### src/rtl/fighter_pkg.sv
// Shared fighter definitions. The renderer uses the same action codes to pick
// its sprite sheet.
package fighter_pkg;

  typedef enum logic [2:0] {
    IDLE    = 3'd0,
    WALK    = 3'd1,
    KICK    = 3'd2,
    PUNCH   = 3'd3,
    JUMP    = 3'd4,
    DODGE   = 3'd5,
    RECOVER = 3'd6
  } action_e;

endpackage

### src/rtl/fighter_frame_counter.sv
// Per-action frame counter. It clears on request and otherwise counts frame
// ticks, wrapping to zero after reaching last_i.
module fighter_frame_counter #(
  parameter int FRAME_W = 4
) (
  input  logic               clk_i,
  input  logic               reset_i,
  input  logic               tick_i,
  input  logic               clear_i,
  input  logic [FRAME_W-1:0] last_i,
  output logic [FRAME_W-1:0] count_o,
  output logic               terminal_o
);

  logic [FRAME_W-1:0] count_q, count_d;

  assign terminal_o = (count_q == last_i);
  assign count_o    = count_q;

  always_comb begin
    count_d = count_q;
    if (tick_i) begin
      if (clear_i || terminal_o) count_d = '0;
      else                       count_d = count_q + 1'b1;
    end
  end

  always_ff @(posedge clk_i) begin
    if (reset_i) count_q <= '0;
    else         count_q <= count_d;
  end

endmodule

### src/rtl/fighter_action_fsm.sv
// Fighter action sequencer. It advances only on frame ticks, and a one-deep
// buffer holds attack presses so that attacks can be chained.
module fighter_action_fsm
  import fighter_pkg::*;
#(
  parameter int FRAME_W         = 4,
  parameter int KICK_FRAMES     = 6,
  parameter int PUNCH_FRAMES    = 4,
  parameter int JUMP_FRAMES     = 8,
  parameter int DODGE_FRAMES    = 5,
  parameter int WALK_FRAMES     = 4,
  parameter int COOLDOWN_FRAMES = 2,
  parameter int ACTIVE_START    = 2,
  parameter int ACTIVE_END      = 3
) (
  input  logic               clk_i,
  input  logic               reset_i,
  input  logic               frame_tick_i,
  input  logic               left_i,
  input  logic               right_i,
  input  logic               kick_i,
  input  logic               fight_i,
  input  logic               jump_i,
  input  logic               dodge_i,
  output action_e            action_o,
  output logic [FRAME_W-1:0] anim_frame_o,
  output logic               facing_left_o,
  output logic               attack_active_o,
  output logic               busy_o,
  output logic               stand_left_o,
  output logic               stand_right_o
);

  localparam logic [2:0] S_IDLE    = IDLE;
  localparam logic [2:0] S_WALK    = WALK;
  localparam logic [2:0] S_KICK    = KICK;
  localparam logic [2:0] S_PUNCH   = PUNCH;
  localparam logic [2:0] S_JUMP    = JUMP;
  localparam logic [2:0] S_DODGE   = DODGE;
  localparam logic [2:0] S_RECOVER = RECOVER;

  localparam logic [FRAME_W-1:0] KICK_LAST  = FRAME_W'(KICK_FRAMES - 1);
  localparam logic [FRAME_W-1:0] PUNCH_LAST = FRAME_W'(PUNCH_FRAMES - 1);
  localparam logic [FRAME_W-1:0] JUMP_LAST  = FRAME_W'(JUMP_FRAMES - 1);
  localparam logic [FRAME_W-1:0] DODGE_LAST = FRAME_W'(DODGE_FRAMES - 1);
  localparam logic [FRAME_W-1:0] WALK_LAST  = FRAME_W'(WALK_FRAMES - 1);
  localparam logic [FRAME_W-1:0] COOL_LAST  =
    FRAME_W'((COOLDOWN_FRAMES > 0) ? COOLDOWN_FRAMES - 1 : 0);

  if (KICK_FRAMES < 1 || KICK_FRAMES > (1 << FRAME_W) ||
      PUNCH_FRAMES < 1 || PUNCH_FRAMES > (1 << FRAME_W) ||
      JUMP_FRAMES < 1 || JUMP_FRAMES > (1 << FRAME_W) ||
      DODGE_FRAMES < 1 || DODGE_FRAMES > (1 << FRAME_W) ||
      WALK_FRAMES < 1 || WALK_FRAMES > (1 << FRAME_W) ||
      COOLDOWN_FRAMES < 0 || COOLDOWN_FRAMES > (1 << FRAME_W) ||
      ACTIVE_START > ACTIVE_END) begin : g_bad_params
    $error("fighter_action_fsm: illegal duration or hit-window parameters");
  end

  logic [2:0]         state_q, state_d;
  logic               facingLeft_q, facingLeft_d;
  logic               bufValid_q, bufValid_d;
  logic               bufKick_q, bufKick_d;
  logic [FRAME_W-1:0] lastCount, count;
  logic               terminal;
  logic               press, effKick;
  logic [2:0]         resolved;
  logic [31:0]        countWide;

  always_comb begin
    lastCount = '0;
    case (state_q)
      S_WALK:    lastCount = WALK_LAST;
      S_KICK:    lastCount = KICK_LAST;
      S_PUNCH:   lastCount = PUNCH_LAST;
      S_JUMP:    lastCount = JUMP_LAST;
      S_DODGE:   lastCount = DODGE_LAST;
      S_RECOVER: lastCount = COOL_LAST;
      default:   lastCount = '0;
    endcase
  end

  fighter_frame_counter #(.FRAME_W(FRAME_W)) u_counter (
    .clk_i      (clk_i),
    .reset_i    (reset_i),
    .tick_i     (frame_tick_i),
    .clear_i    (state_d != state_q),
    .last_i     (lastCount),
    .count_o    (count),
    .terminal_o (terminal)
  );

  // A press on the exiting tick counts as buffered, so a late press still chains
  always_comb begin
    press    = kick_i | fight_i;
    effKick  = press ? kick_i : bufKick_q;
    resolved = (bufValid_q | press) ? (effKick ? S_KICK : S_PUNCH) : S_IDLE;
  end

  always_comb begin
    state_d      = state_q;
    facingLeft_d = facingLeft_q;
    bufValid_d   = bufValid_q;
    bufKick_d    = bufKick_q;
    if (frame_tick_i) begin
      case (state_q)
        S_IDLE, S_WALK: begin
          if (left_i && !right_i)      facingLeft_d = 1'b1;
          else if (right_i && !left_i) facingLeft_d = 1'b0;
          if (dodge_i) begin
            state_d    = S_DODGE;
            bufValid_d = 1'b0;
          end else if (jump_i) begin
            state_d    = S_JUMP;
            bufValid_d = 1'b0;
          end else if (kick_i)           state_d = S_KICK;
          else if (fight_i)              state_d = S_PUNCH;
          else if (left_i ^ right_i)     state_d = S_WALK;
          else                           state_d = S_IDLE;
        end
        S_KICK, S_PUNCH, S_RECOVER: begin
          if (press) begin
            bufValid_d = 1'b1;
            bufKick_d  = kick_i;
          end
          if (terminal) begin
            if (state_q != S_RECOVER && COOLDOWN_FRAMES > 0) begin
              state_d = S_RECOVER;
            end else begin
              state_d    = resolved;
              bufValid_d = 1'b0;
            end
          end
        end
        S_JUMP, S_DODGE: begin
          if (terminal) state_d = S_IDLE;
        end
        default: state_d = S_IDLE;
      endcase
    end
  end

  always_ff @(posedge clk_i) begin
    if (reset_i) begin
      state_q      <= S_IDLE;
      facingLeft_q <= 1'b0;
      bufValid_q   <= 1'b0;
      bufKick_q    <= 1'b0;
    end else begin
      state_q      <= state_d;
      facingLeft_q <= facingLeft_d;
      bufValid_q   <= bufValid_d;
      bufKick_q    <= bufKick_d;
    end
  end

  assign countWide       = 32'(count);
  assign action_o        = action_e'(state_q);
  assign anim_frame_o    = (state_q == S_IDLE) ? '0 : count;
  assign facing_left_o   = facingLeft_q;
  assign attack_active_o = (state_q == S_KICK || state_q == S_PUNCH) &&
                           (countWide >= 32'(ACTIVE_START)) &&
                           (countWide <= 32'(ACTIVE_END));
  assign busy_o          = (state_q != S_IDLE) && (state_q != S_WALK);
  assign stand_left_o    = (state_q == S_IDLE) && facingLeft_q;
  assign stand_right_o   = (state_q == S_IDLE) && !facingLeft_q;

endmodule

### config.mk
export PLATFORM = sky130hd
export DESIGN_NAME = fighter_action_fsm
export DESIGN_NICKNAME = d
export VERILOG_FILES = /design/src/rtl/fighter_pkg.sv /design/src/rtl/fighter_frame_counter.sv /design/src/rtl/fighter_action_fsm.sv
export SDC_FILE = /design/constraint.sdc
export NUM_CORES = 1
export LEC_CHECK = 0
export ABC_AREA = 1
export CORE_MARGIN = 2
export CORE_UTILIZATION = 50
export DETAILED_ROUTE_END_ITERATION = 8
export PLACE_DENSITY = 0.85
export REMOVE_ABC_BUFFERS = 1
export SETUP_SLACK_MARGIN = 0.15
export SLEW_MARGIN = 0
export SYNTH_ARGS = -nofsm -noshare
export SYNTH_HDL_FRONTEND = slang
export SYNTH_SLANG_ARGS = --single-unit
### constraint.sdc
create_clock -name clk_i -period 3.9 [get_ports clk_i]
set_input_delay 0.585 -clock clk_i [delete_from_list [all_inputs] [get_ports clk_i]]
set_output_delay 0.585 -clock clk_i [all_outputs]
set_load 0.05 [all_outputs]
==> flow_summary.toml <==
[synthesis]
ys_top_cells_by_area = "dfxtp_1, nand2_1, nand3_1"
synth.top_cells.by_count = "nand2_1, nor2_1, inv_1, nand3_1, dfxtp_1"
synth_edf_count = 0
async_flop_share = 0
ys_seq_elements = 10
synth.avg_cell_area_um2 = 6.403
synthDistinctLibCells = 27
ys.flop_type = "dfxtp_1"
yosysMostFrequentCell = "nand2_1"
yosysTopAreaCellShare = 0.2299
syn_area_um2 = 870.8
yosys_warnings = 0
synth_largest_area_cell = "dfxtp_1"
postSynthCellCount = 136
synth_seq_area_share = 0.2299

[global_route]
grt_use_met1 = 0.3099
grt_max_degree = 15
grt_pass1_vias = 849
grt_pass1_wl_um = 3581
track_usage = 0.2341
busiest_layer = "met2"
antenna_found_initial = 0
use_met2 = 0.3803
gr-total-overflow = 0
gr-usage-met3 = 0.02381

[timing]
fmax_ghz = 0.3721
skew_ns = 0.006522
maxSlewViolCount = 0
min_period_ns = 2.687
fin_ws_ns = 1.213
worst_pin_slew_ns = 0.5073
fin_crit_sh = 0.6890
hold_viol = 0
rsz0062_at_grt = "false"
fin_tns_setup_ns = 0
setup_viol = 0
relSlewSlack = 0.6607

[routing]
firstDrtPassIters = 4
routed_wirelength_um = 1999
via_per_inst = 5.576
drt_iter0_drc = 23
drcViolationCount = 0
via_count = 959
wl_per_cell_um = 11.62
antenna_left = 0

[clocking]
cts_tree = "built"
post-cts-setup-buffer-count = 0
clock_path_buffers = 2
path_clk_slew_ns = 0.07
numCtsBuffers = 3
cts_htree_levels = 1
clkSinkCount = 10
cts_resized = 0
ctsHoldBuffers = 0
clock_latency_ns = 0.27
cts-root-buf = "clkbuf_4"

[power_and_ir_drop]
swShare = 0.4492
clockPowerShare = 0.188
p_per_area_nw_per_um2 = 352.0
worst_ir_drop_vdd_v = 0.0002161
p_sw_mw = 0.1703
pwr-share-seq = 0.330
comb_power_share = 0.482
power_mw = 0.3792
leakagePower_nw = 0.4815
p_int_mw = 0.2089

[worst_setup_path]
rr_startpoint = "action_o[1]"
worstPathCellList = "inv_4 > nand2_4 > inv_1 > nor2_1 > clkdlybuf4s50_1"
cp-start-kind = "flop"
r2r_cells = 17
end_kind = "primary output"
cpMaxStageDelayCell = "clkdlybuf4s50_1"
critPathMaxFanout = 10
path_class = "reg -> out"
required_ns = 3.31
reg2reg_slack_ns = 1.86
slowest_delay_ns = 0.80
r2r_end = "u_counter.count_o[1]"
cp.arrival_ns = 2.10

[min_path]
holdPathStages = 2
hold_path_end = "bufValid_q"
min-delay-start = "bufValid_q"
min_path_type = "reg -> reg"

[placement]
dp_cells = 169
gp_congestion = 0.8903
dp.final_hpwl_um = 1568
port_buffers = 20
dp_worst_setup_slack_ns = 1.445

[floorplanning]
io_pins = 21
core_um2 = 1689
rows = 15
dieArea_um2 = 2092
fp.dieW_um = 45.74
die_y_um = 45.74
initial_utilization = 0.5156

[cells_and_area]
drive_gt1_frac = 0.1419
n_antenna_cell = 0
syn2layout_area_growth_pct = 23.71
layout.cells.non_filler = 172
nets = 169

[job]
cap_violations = 0

[status]
status = "finished, final reports clean"
metrics by stage:
stage                     utilization  area [um2]  hold slack, ns
after detailed placement       0.6244        1055          0.4617
after global routing           0.6378        1077          0.4978
after global placement         0.6244        1055          0.4492
after floorplan                     -       833.3          0.4339
final                          0.6378        1077          0.4665
after CTS                      0.6378        1077          0.4705
logic make-up after synthesis:
logic type,share of synthesized area
flops,0.2299
buf+inv,0.1322
simple gates,0.4569
compound gates,0.1078
xor+xnor,0.03018
fa+ha+maj,0.04311
worst max-delay path: cells and delay by family, from the launching register on:
| family | cells | cell delay [ns] |
|---|---|---|
| buffers and inverters | 3 | 1.01 |
| AND/OR/NAND/NOR | 2 | 0.24 |
| flip-flops | 1 | 0.57 |
flip-flops by register name, summed over array words and instances, names as in the netlist:
| name | flops |
|---|---|
| u_counter.count_o | 4 |
| facing_left_o | 1 |
| bufKick_q | 1 |
| action_o | 3 |
| bufValid_q | 1 |
worst max-delay path by stage:
stage / start / end / cells after the start
floorplan: action_o[1] / attack_active_o / 2
global placement: right_i / u_counter.count_o[0] / 17
detailed placement: right_i / u_counter.count_o[2] / 17
CTS: action_o[2] / anim_frame_o[2] / 5
global route: action_o[2] / anim_frame_o[2] / 5
finish: action_o[2] / anim_frame_o[2] / 5
cells in the final DEF, fill, tap and decap left out, types with 3 or more instances in the layout:
| master | netlist | final |
|---|---|---|
| nand2_1 | 26 | 26 |
| nor2_1 | 20 | 20 |
| clkdlybuf4s50_1 | 0 | 20 |
| nand3_1 | 15 | 15 |
| inv_1 | 15 | 15 |
| dfxtp_1 | 10 | 10 |
| nand2_2 | 6 | 6 |
| o21ai_0 | 5 | 5 |
| inv_2 | 4 | 4 |
| nor3_1 | 3 | 3 |
| a21oi_1 | 3 | 3 |
| nand4_1 | 3 | 3 |
| a211oi_1 | 3 | 3 |
| ha_1 | 3 | 3 |
| clkbuf_4 | 0 | 3 |
layout make-up:
cell class              instances  area, um2
well taps                      17      21.27
multi-input cells             102      555.5
fillers                       163      611.8
flip-flops and latches         10      200.2
clock buffers                   3      22.52
repair buffers                 20      200.2
inverters                      20      77.57
power groups by stage:
stage / Clock (mW) / Combinational, mW / Sequential, mW
final: 0.0713 / 0.183 / 0.125
after CTS: 0.0705 / 0.183 / 0.125
after global placement: 0 / 0.178 / 0.127
after global routing: 0.0743 / 0.203 / 0.127
after detailed placement: 0 / 0.181 / 0.127
after floorplan: 0 / 0.119 / 0.138
metal layers:
layer  share of wire  routed length (um)  up-vias
met1            0.44                 882      434
met4           0.027                  53        0
met5               0                   0        -
met2            0.46                 923       40
li1                -                   -      478
met3           0.070                 140        7
(Power assumes the default switching activity.)
